$ cat src/rtl/gpu_bg_block_mem.sv
// Background-block memory sequencer: saves the outgoing BG block to VRAM under
// its pixel mask, optionally reloads the next block for blending, then acks the
// backend. VRAM traffic is 8 beats of 32 bits (2 pixels) per 256-bit block.
module gpu_bg_block_mem (
  input  logic         clk,
  input  logic         i_nrst,
  input  logic [1:0]   i_saveBGBlock,
  input  logic [14:0]  i_loadAdr,
  input  logic [14:0]  i_saveAdr,
  input  logic [255:0] i_exportedBGBlock,
  input  logic [15:0]  i_exportedMSKBGBlock,
  input  logic         i_blendEnable,
  output logic         o_pausePipeline,
  output logic         o_resetPipelinePixelStateSpike,
  output logic         o_resetPixelMask,
  output logic         o_importBGBlockSingleClock,
  output logic [255:0] o_importedBGBlock,
  output logic         o_flushDone,
  output logic         o_memCmdValid,
  input  logic         i_memCmdReady,
  output logic         o_memCmdWrite,
  output logic [14:0]  o_memCmdAdr,
  output logic         o_memWrValid,
  input  logic         i_memWrReady,
  output logic [31:0]  o_memWrData,
  output logic [1:0]   o_memWrMask,
  input  logic         i_memRdValid,
  input  logic [31:0]  i_memRdData
);

  localparam int unsigned ADR_W   = 15;
  localparam int unsigned BEAT_W  = 32;
  localparam int unsigned BLOCK_W = 256;
  localparam int unsigned MASK_W  = 16;
  localparam int unsigned CNT_W   = 3;

  localparam logic [1:0]       OP_NONE   = 2'b00;
  localparam logic [1:0]       OP_FIRST  = 2'b01;
  localparam logic [1:0]       OP_NEXT   = 2'b10;
  localparam logic [1:0]       OP_FLUSH  = 2'b11;
  localparam logic [CNT_W-1:0] LAST_BEAT = 3'd7;

  typedef enum logic [2:0] {
    IDLE, WCMD, WDATA, RCMD, RDATA, IMPORT, ACK, FLUSHED
  } state_t;

  state_t             state;
  state_t             postNext;
  logic [1:0]         opCode;
  logic [ADR_W-1:0]   loadAdrLat;
  logic [BLOCK_W-1:0] blockLat;
  logic [MASK_W-1:0]  maskLat;
  logic               blendLat;
  logic [CNT_W-1:0]   beatCnt;
  logic [CNT_W-1:0]   nextBeat;
  logic [1:0]         curCode;
  logic               curBlend;
  logic [ADR_W-1:0]   curLoadAdr;
  logic               doPost;

  // Stall is combinational so the pixel carrying the new-block flag is held at once.
  assign o_pausePipeline = (state != IDLE) | (i_saveBGBlock != OP_NONE);

  assign nextBeat = CNT_W'(beatCnt + 3'd1);

  // Op parameters: live inputs on the IDLE exit cycle, latched copies afterwards.
  always_comb begin
    curCode    = opCode;
    curBlend   = blendLat;
    curLoadAdr = loadAdrLat;
    if (state == IDLE) begin
      curCode    = i_saveBGBlock;
      curBlend   = i_blendEnable;
      curLoadAdr = i_loadAdr;
    end
  end

  // Post-write step: where to go once the write is finished or skipped.
  always_comb begin
    postNext = ACK;
    if (curCode == OP_FLUSH) begin
      postNext = FLUSHED;
    end else if (curBlend) begin
      postNext = RCMD;
    end
    doPost = 1'b0;
    if ((state == IDLE) && ((i_saveBGBlock == OP_NEXT) || (i_saveBGBlock == OP_FLUSH)) &&
        (i_exportedMSKBGBlock == '0)) begin
      doPost = 1'b1;
    end
    if ((state == WDATA) && o_memWrValid && i_memWrReady && (beatCnt == LAST_BEAT)) begin
      doPost = 1'b1;
    end
  end

  // Sequencer FSM with registered memory-interface outputs and pulses.
  always_ff @(posedge clk) begin
    if (!i_nrst) begin
      state                          <= IDLE;
      opCode                         <= OP_NONE;
      loadAdrLat                     <= '0;
      blockLat                       <= '0;
      maskLat                        <= '0;
      blendLat                       <= 1'b0;
      beatCnt                        <= '0;
      o_importedBGBlock              <= '0;
      o_resetPipelinePixelStateSpike <= 1'b0;
      o_resetPixelMask               <= 1'b0;
      o_importBGBlockSingleClock     <= 1'b0;
      o_flushDone                    <= 1'b0;
      o_memCmdValid                  <= 1'b0;
      o_memCmdWrite                  <= 1'b0;
      o_memCmdAdr                    <= '0;
      o_memWrValid                   <= 1'b0;
      o_memWrData                    <= '0;
      o_memWrMask                    <= '0;
    end else begin
      o_resetPipelinePixelStateSpike <= 1'b0;
      o_resetPixelMask               <= 1'b0;
      o_importBGBlockSingleClock     <= 1'b0;

      case (state)
        IDLE: begin
          if (i_saveBGBlock != OP_NONE) begin
            opCode     <= i_saveBGBlock;
            loadAdrLat <= i_loadAdr;
            blockLat   <= i_exportedBGBlock;
            maskLat    <= i_exportedMSKBGBlock;
            blendLat   <= i_blendEnable;
            if (i_saveBGBlock == OP_FIRST) begin
              if (i_blendEnable) begin
                state         <= RCMD;
                o_memCmdValid <= 1'b1;
                o_memCmdWrite <= 1'b0;
                o_memCmdAdr   <= i_loadAdr;
              end else begin
                state <= ACK;
              end
            end else if (i_exportedMSKBGBlock != '0) begin
              state         <= WCMD;
              o_memCmdValid <= 1'b1;
              o_memCmdWrite <= 1'b1;
              o_memCmdAdr   <= i_saveAdr;
            end
          end
        end
        WCMD: begin
          if (i_memCmdReady) begin
            o_memCmdValid <= 1'b0;
            state         <= WDATA;
            beatCnt       <= '0;
            o_memWrValid  <= 1'b1;
            o_memWrData   <= blockLat[BEAT_W-1:0];
            o_memWrMask   <= maskLat[1:0];
          end
        end
        WDATA: begin
          if (i_memWrReady) begin
            if (beatCnt == LAST_BEAT) begin
              o_memWrValid <= 1'b0;
              beatCnt      <= '0;
            end else begin
              beatCnt     <= nextBeat;
              o_memWrData <= blockLat[{nextBeat, 5'd0} +: BEAT_W];
              o_memWrMask <= maskLat[{nextBeat, 1'b0} +: 2];
            end
          end
        end
        RCMD: begin
          if (i_memCmdReady) begin
            o_memCmdValid <= 1'b0;
            state         <= RDATA;
            beatCnt       <= '0;
          end
        end
        RDATA: begin
          if (i_memRdValid) begin
            o_importedBGBlock[{beatCnt, 5'd0} +: BEAT_W] <= i_memRdData;
            beatCnt <= nextBeat;
            if (beatCnt == LAST_BEAT) begin
              state                      <= IMPORT;
              o_importBGBlockSingleClock <= 1'b1;
            end
          end
        end
        IMPORT: begin
          state <= ACK;
        end
        ACK: begin
          state                          <= IDLE;
          o_resetPipelinePixelStateSpike <= 1'b1;
        end
        FLUSHED: begin
          if (i_saveBGBlock != OP_FLUSH) begin
            state       <= IDLE;
            o_flushDone <= 1'b0;
          end
        end
        default: begin
          state <= IDLE;
        end
      endcase

      // Write finished or skipped: clear the pixel mask and take the post-write step.
      if (doPost) begin
        state            <= postNext;
        o_resetPixelMask <= 1'b1;
        if (postNext == RCMD) begin
          o_memCmdValid <= 1'b1;
          o_memCmdWrite <= 1'b0;
          o_memCmdAdr   <= curLoadAdr;
        end
        if (postNext == FLUSHED) begin
          o_flushDone <= 1'b1;
        end
      end
    end
  end

endmodule

$ cat config.mk
export PLATFORM = sky130hd
export DESIGN_NAME = gpu_bg_block_mem
export DESIGN_NICKNAME = d
export VERILOG_FILES = /design/src/rtl/gpu_bg_block_mem.sv
export SDC_FILE = /design/constraint.sdc
export NUM_CORES = 1
export LEC_CHECK = 0
export ABC_CLOCK_PERIOD_IN_PS = 6300
export CORE_MARGIN = 4
export CORE_UTILIZATION = 40
export CTS_CLUSTER_SIZE = 25
export DETAILED_ROUTE_END_ITERATION = 6
export GPL_ROUTABILITY_DRIVEN = 1
export HOLD_SLACK_MARGIN = 0.03
export PLACE_DENSITY = 0.65
export SYNTH_ARGS = -nofsm -noshare
export SYNTH_HDL_FRONTEND = slang
export SYNTH_SLANG_ARGS = --single-unit
$ cat constraint.sdc
create_clock -name clk -period 6.3 [get_ports clk]
set_clock_uncertainty 0.05 [all_clocks]
set_input_delay 1.89 -clock clk [delete_from_list [all_inputs] [get_ports clk]]
set_output_delay 1.89 -clock clk [all_outputs]
set_load 0.005 [all_outputs]
# --- Yosys cells after proc, flatten, opt, wreduce, memory -nomap -nowiden ---
# Index checks and enable logic that the tools add are counted.
# Widths: inputs -> output; s select.
op_classes:
  n_reduce_logical: 22
  mux: 65
  bitwise: 1
  add_sub_neg: 2
  n_shift: 4
  n_eq_ne: 28
op_table:
  columns: ["cell", "count"]
  rows:
  - ["$bwmux 256", 1]
  - ["$shift 32x10->256 const A", 1]
  - ["$shiftx 256x9->32", 1]
  - ["$shiftx 32x10->256", 1]
  - ["$mux 15", 8]
  - ["$mux 32", 3]
  - ["$pmux 32 s2", 1]
  - ["$mux 3", 16]
  - ["$mux 1", 27]
  - ["$pmux 3 s7", 1]
  - ["$eq 3x3->1 const B", 6]
  - ["$ne 3x3->1 const B", 6]
  - ["$logic_not 16->1", 1]
  - ["$reduce_bool 16->1", 1]
  - ["$shiftx 16x5->2", 1]
  - ["$reduce_and 4->1", 3]
  - ["$ne 2x2->1 const B", 5]
  - ["$neg 8->10", 1]
  - ["$eq 3x2->1 const B", 3]
  - ["$pmux 3 s3", 1]
  - ["$mux 2", 4]
  - ["$reduce_and 8->1", 1]
  - ["$reduce_bool 8->1", 1]
  - ["$eq 2x2->1 const B", 3]
  - ["other kinds (16)", 25]
word_totals:
  output_inout_bits: 313
  elab_cells: 140
  regBits: 608

# --- Logic depth before layout (Yosys ltp) ---
logic_depth:
  ltp_word: 8
  mapped_depth: 11

# --- Worst setup path after synthesis ---
# Ideal clock, no wire load.
synth_timing:
  path_type: "input port to output port"
  from: "in i_saveBGBlock[1]"
  to: "out o_pausePipeline"
  arrival_time_ns: 2.268
  setup_slack_ns: 2.092
  required_ns: 4.360
  cell_stages: 3
  n_path_buf: 1
  path_cell_list: "buf_2 > nor2_1 > nand2_1"
synth_via:
  elab_chain_len: 2
synth_lines:
  columns: ["element", "line", "source"]
  rows:
  - ["from (decl)", "7", "input logic [1:0] i_saveBGBlock,"]
  - ["$reduce_bool 2->1", "62", "assign o_pausePipeline = (state != IDLE) | (i_saveBGBlock != OP_NONE);"]
  - ["$or 1x1->1", "62", null]
  - ["to (decl)", "13", "output logic o_pausePipeline,"]
# Every way passes these cells.

# --- Final worst setup path ---
# Ends and elaborated chain as after synthesis.

==> out/metrics.cfg <==
[outcome]
status=complete, no violations

[route]
ant_nets=0
wl_mm=90.3
viasPerCell=5.46
drc=0
dr.pass1.iters=5
vias=23500
wl_per_cell_um=21.0
drtIter0Drc=1760

[sta]
finalSetupTns_ns=0
finalCriticalPeriod_ns=5.33
hold_violations=0
setup_viol=0
worst_slack_ns=0.965
rsz0062_at_grt=false
period_share_pct=84.7
max_freq_ghz=0.187
maxSlewViolCount=0
slew-limit-headroom_pct=20.9
tightest_slew_ns=1.19

[synthesis]
synthFlopType=dfxtp_1
synth.area.top_cells=dfxtp_1 (50%), nand2_1 (14%), a21oi_1 (12%)
syn_nets=3328
async_flop_share_pct=0
syn_avg_cell_area_um2=8.16
ys_ff_latch=608
yosysTopAreaCellShare_pct=50.1
synth-edff-count=0
synthDistinctLibCells=54
postSynthCellCount=2980
synth_area_leader_cell=dfxtp_1
netlist_area_mm2=0.0243
yosysSeqAreaShare_pct=50.1
yosys_warnings=0

[clock_tree]
cts_resized=0
cts-buffers-inserted=67
hold_buffers=0
cts_tree=built
cts.htree.levels=3
postCtsSetupRepairBufs=0
clk_path_buf_depth=3
clk_pin_slew_ns=0.06
cts_sinks=608
insertion_delay_ns=0.58
cts_root_buffer=clkbuf_16

[worst_setup_path]
crit_required_ns=4.36
cp-start-kind=primary input
worst-path-buf-inv=2
path_cells=clkdlybuf4s50_1 > nor2_1 > nand2_1 > clkdlybuf4s50_1
cp-end-kind=primary output
worstSetupPathType=primary input to primary output
critPathMaxStageDelay_ns=0.62
arrival_ns=3.39
cpMaxStageDelayCell=clkdlybuf4s50_1
cp_max_fo=8
crit_top_cell=clkdlybuf4s50_1
cpLargestDelayFamily=buffers and inverters

[power_and_ir_drop]
p_leak_nw=11.3
peakVddDrop_mv=0.240
pwr-share-comb_pct=27.2
powerDensity_mw_per_mm2=356
power.switching_mw=3.90
seqPwrFrac_pct=40.1
p_clk_share_pct=32.6
p_int_mw=7.96
netSwitchingFraction_pct=32.9

[cells_and_area]
fillCellCount=5414
final_cell_mix=nand2_1 (928), clkdlybuf4s50_1 (654), dfxtp_1 (607)
area_delta_synth_final_pct=37.2
drive_gt1_share_pct=6.75
fin_nets=3800
fin_util_pct=55.4
final_common_cell=nand2_1

[global_routing]
grt_max_degree=204
grt_usage_pct=26.5
grt_pass1_wl_mm=134
grt.overflow.total=0
grt_antenna_before_repair=34
grt_pass1_vias=22300

[placed_design]
io_buffers=654
post-place-ws_ns=0.988
place_congestion=0.901
dp_hpwl_mm=63.6

[job]
maxCapViolations=0

[hold_path]
holdCritPathClass=flop to flop

[die]
coreArea_mm2=0.0602
fp-row-count=90
die_area_mm2=0.0648
die_h_um=255
die_x_um=255
start_util_pct=40.3
ios=655

-- cell type report --
type                    instances  area, µm²  area share, %
flip-flops and latches        608      12200           36.5
multi-input cells            2072      11000           33.1
repair buffers                695       6950           20.8
clock buffers                  93       1920           5.75
well taps                     782        978           2.93
clock inverters                21        224          0.672
diodes                         16       40.0          0.120
inverters                       8       37.5          0.113
-- kinds of logic (layout without fill, tap and decap cells) --
| family | after synthesis | count (layout) | synth area share (%) |
|---|---|---|---|
| AND/OR/NAND/NOR | 1268 | 1268 | 21.5 |
| AO/OA/AOI/OAI | 692 | 692 | 15.3 |
| flip-flops | 608 | 608 | 50.1 |
| buffers and inverters | 300 | 817 | 4.87 |
| multiplexers | 106 | 106 | 7.87 |
| adder cells (fa/ha/maj) | 6 | 6 | 0.309 |
| other | 0 | 16 | 0 |
-- synth_stat cells, types with 2 or more instances --
| library cell | count |
|---|---|
| a2111oi_0 | 15 |
| a21oi_1 | 591 |
| a22oi_1 | 15 |
| a311oi_1 | 7 |
| a311oi_2 | 9 |
| a31oi_1 | 2 |
| and2_1 | 16 |
| and3_1 | 10 |
| buf_1 | 17 |
| buf_2 | 38 |
| clkbuf_1 | 235 |
| dfxtp_1 | 608 |
| ha_1 | 6 |
| inv_1 | 7 |
| mux2i_1 | 38 |
| mux4_2 | 68 |
| nand2_1 | 928 |
| nand2b_1 | 2 |
| nand3_1 | 233 |
| nor2_1 | 44 |
| nor2b_1 | 7 |
| nor3_1 | 5 |
| nor3_2 | 2 |
| nor4_1 | 6 |
| o21ai_0 | 38 |
| o21ai_1 | 2 |
| or2_1 | 2 |
| or3_1 | 3 |
-- metrics by stage --
stage	instances	hold WS [ns]	total power [mW]	instance area [µm²]
2_1_floorplan	2980	0.382	6.90	24300
3_3_place_gp	4164	0.387	7.97	31100
3_5_place_dp	4164	0.392	8.07	31100
4_1_cts	4278	0.399	11.9	33300
5_1_grt	4287	0.419	12.5	33300
6_report	4295	0.399	11.9	33300
-- final timing paths --
| path | from | endpoint | slack, ns | cells after the start |
|---|---|---|---|---|
| max | i_saveBGBlock[1] | o_pausePipeline | 0.97 | 4 |
| min | o_importedBGBlock[146]$_SDFFE_PN0P_ | o_importedBGBlock[146]$_SDFFE_PN0P_ | 0.40 | 2 |
| max reg2reg | beatCnt[0]$_SDFFE_PN0P_ | o_memWrData[21]$_SDFFE_PN0P_ | 2.82 | 8 |
| min reg2reg | o_importedBGBlock[146]$_SDFFE_PN0P_ | o_importedBGBlock[146]$_SDFFE_PN0P_ | 0.40 | 2 |
-- worst min-delay path: stages (launching register included) --
cell	delay [ns]
dfxtp_1	0.31
nand2_1	0.05
a21oi_1	0.05
-- routing by layer --
metal	wire, µm	GRT usage (%)	part of all wire, %	up-vias
li1	-	-	-	11100
met1	34900	32.2	39	11200
met2	43400	44.4	48	944
met3	8410	7.84	9.3	197
met4	3470	10.6	3.8	36
met5	222	0	0.25	-
-- flip-flops by register name, summed over array words and instances, names as in the netlist, 3 cells and up --
| name | count |
|---|---|
| o_memWrData | 32 |
| state | 3 |
| loadAdrLat | 15 |
| o_importedBGBlock | 256 |
| blockLat | 256 |
| o_memCmdAdr | 15 |
| maskLat | 16 |
| beatCnt | 3 |
-- power groups by stage --
stage / sequential [mW] / clock [mW] / combinational (mW)
after floorplan: 4.70 / 0 / 2.20
after global placement: 4.80 / 0 / 3.17
after detailed placement: 4.84 / 0 / 3.23
after CTS: 4.76 / 3.94 / 3.24
after global routing: 4.83 / 4.09 / 3.56
final: 4.76 / 3.87 / 3.23
(Power assumes the default switching activity.)
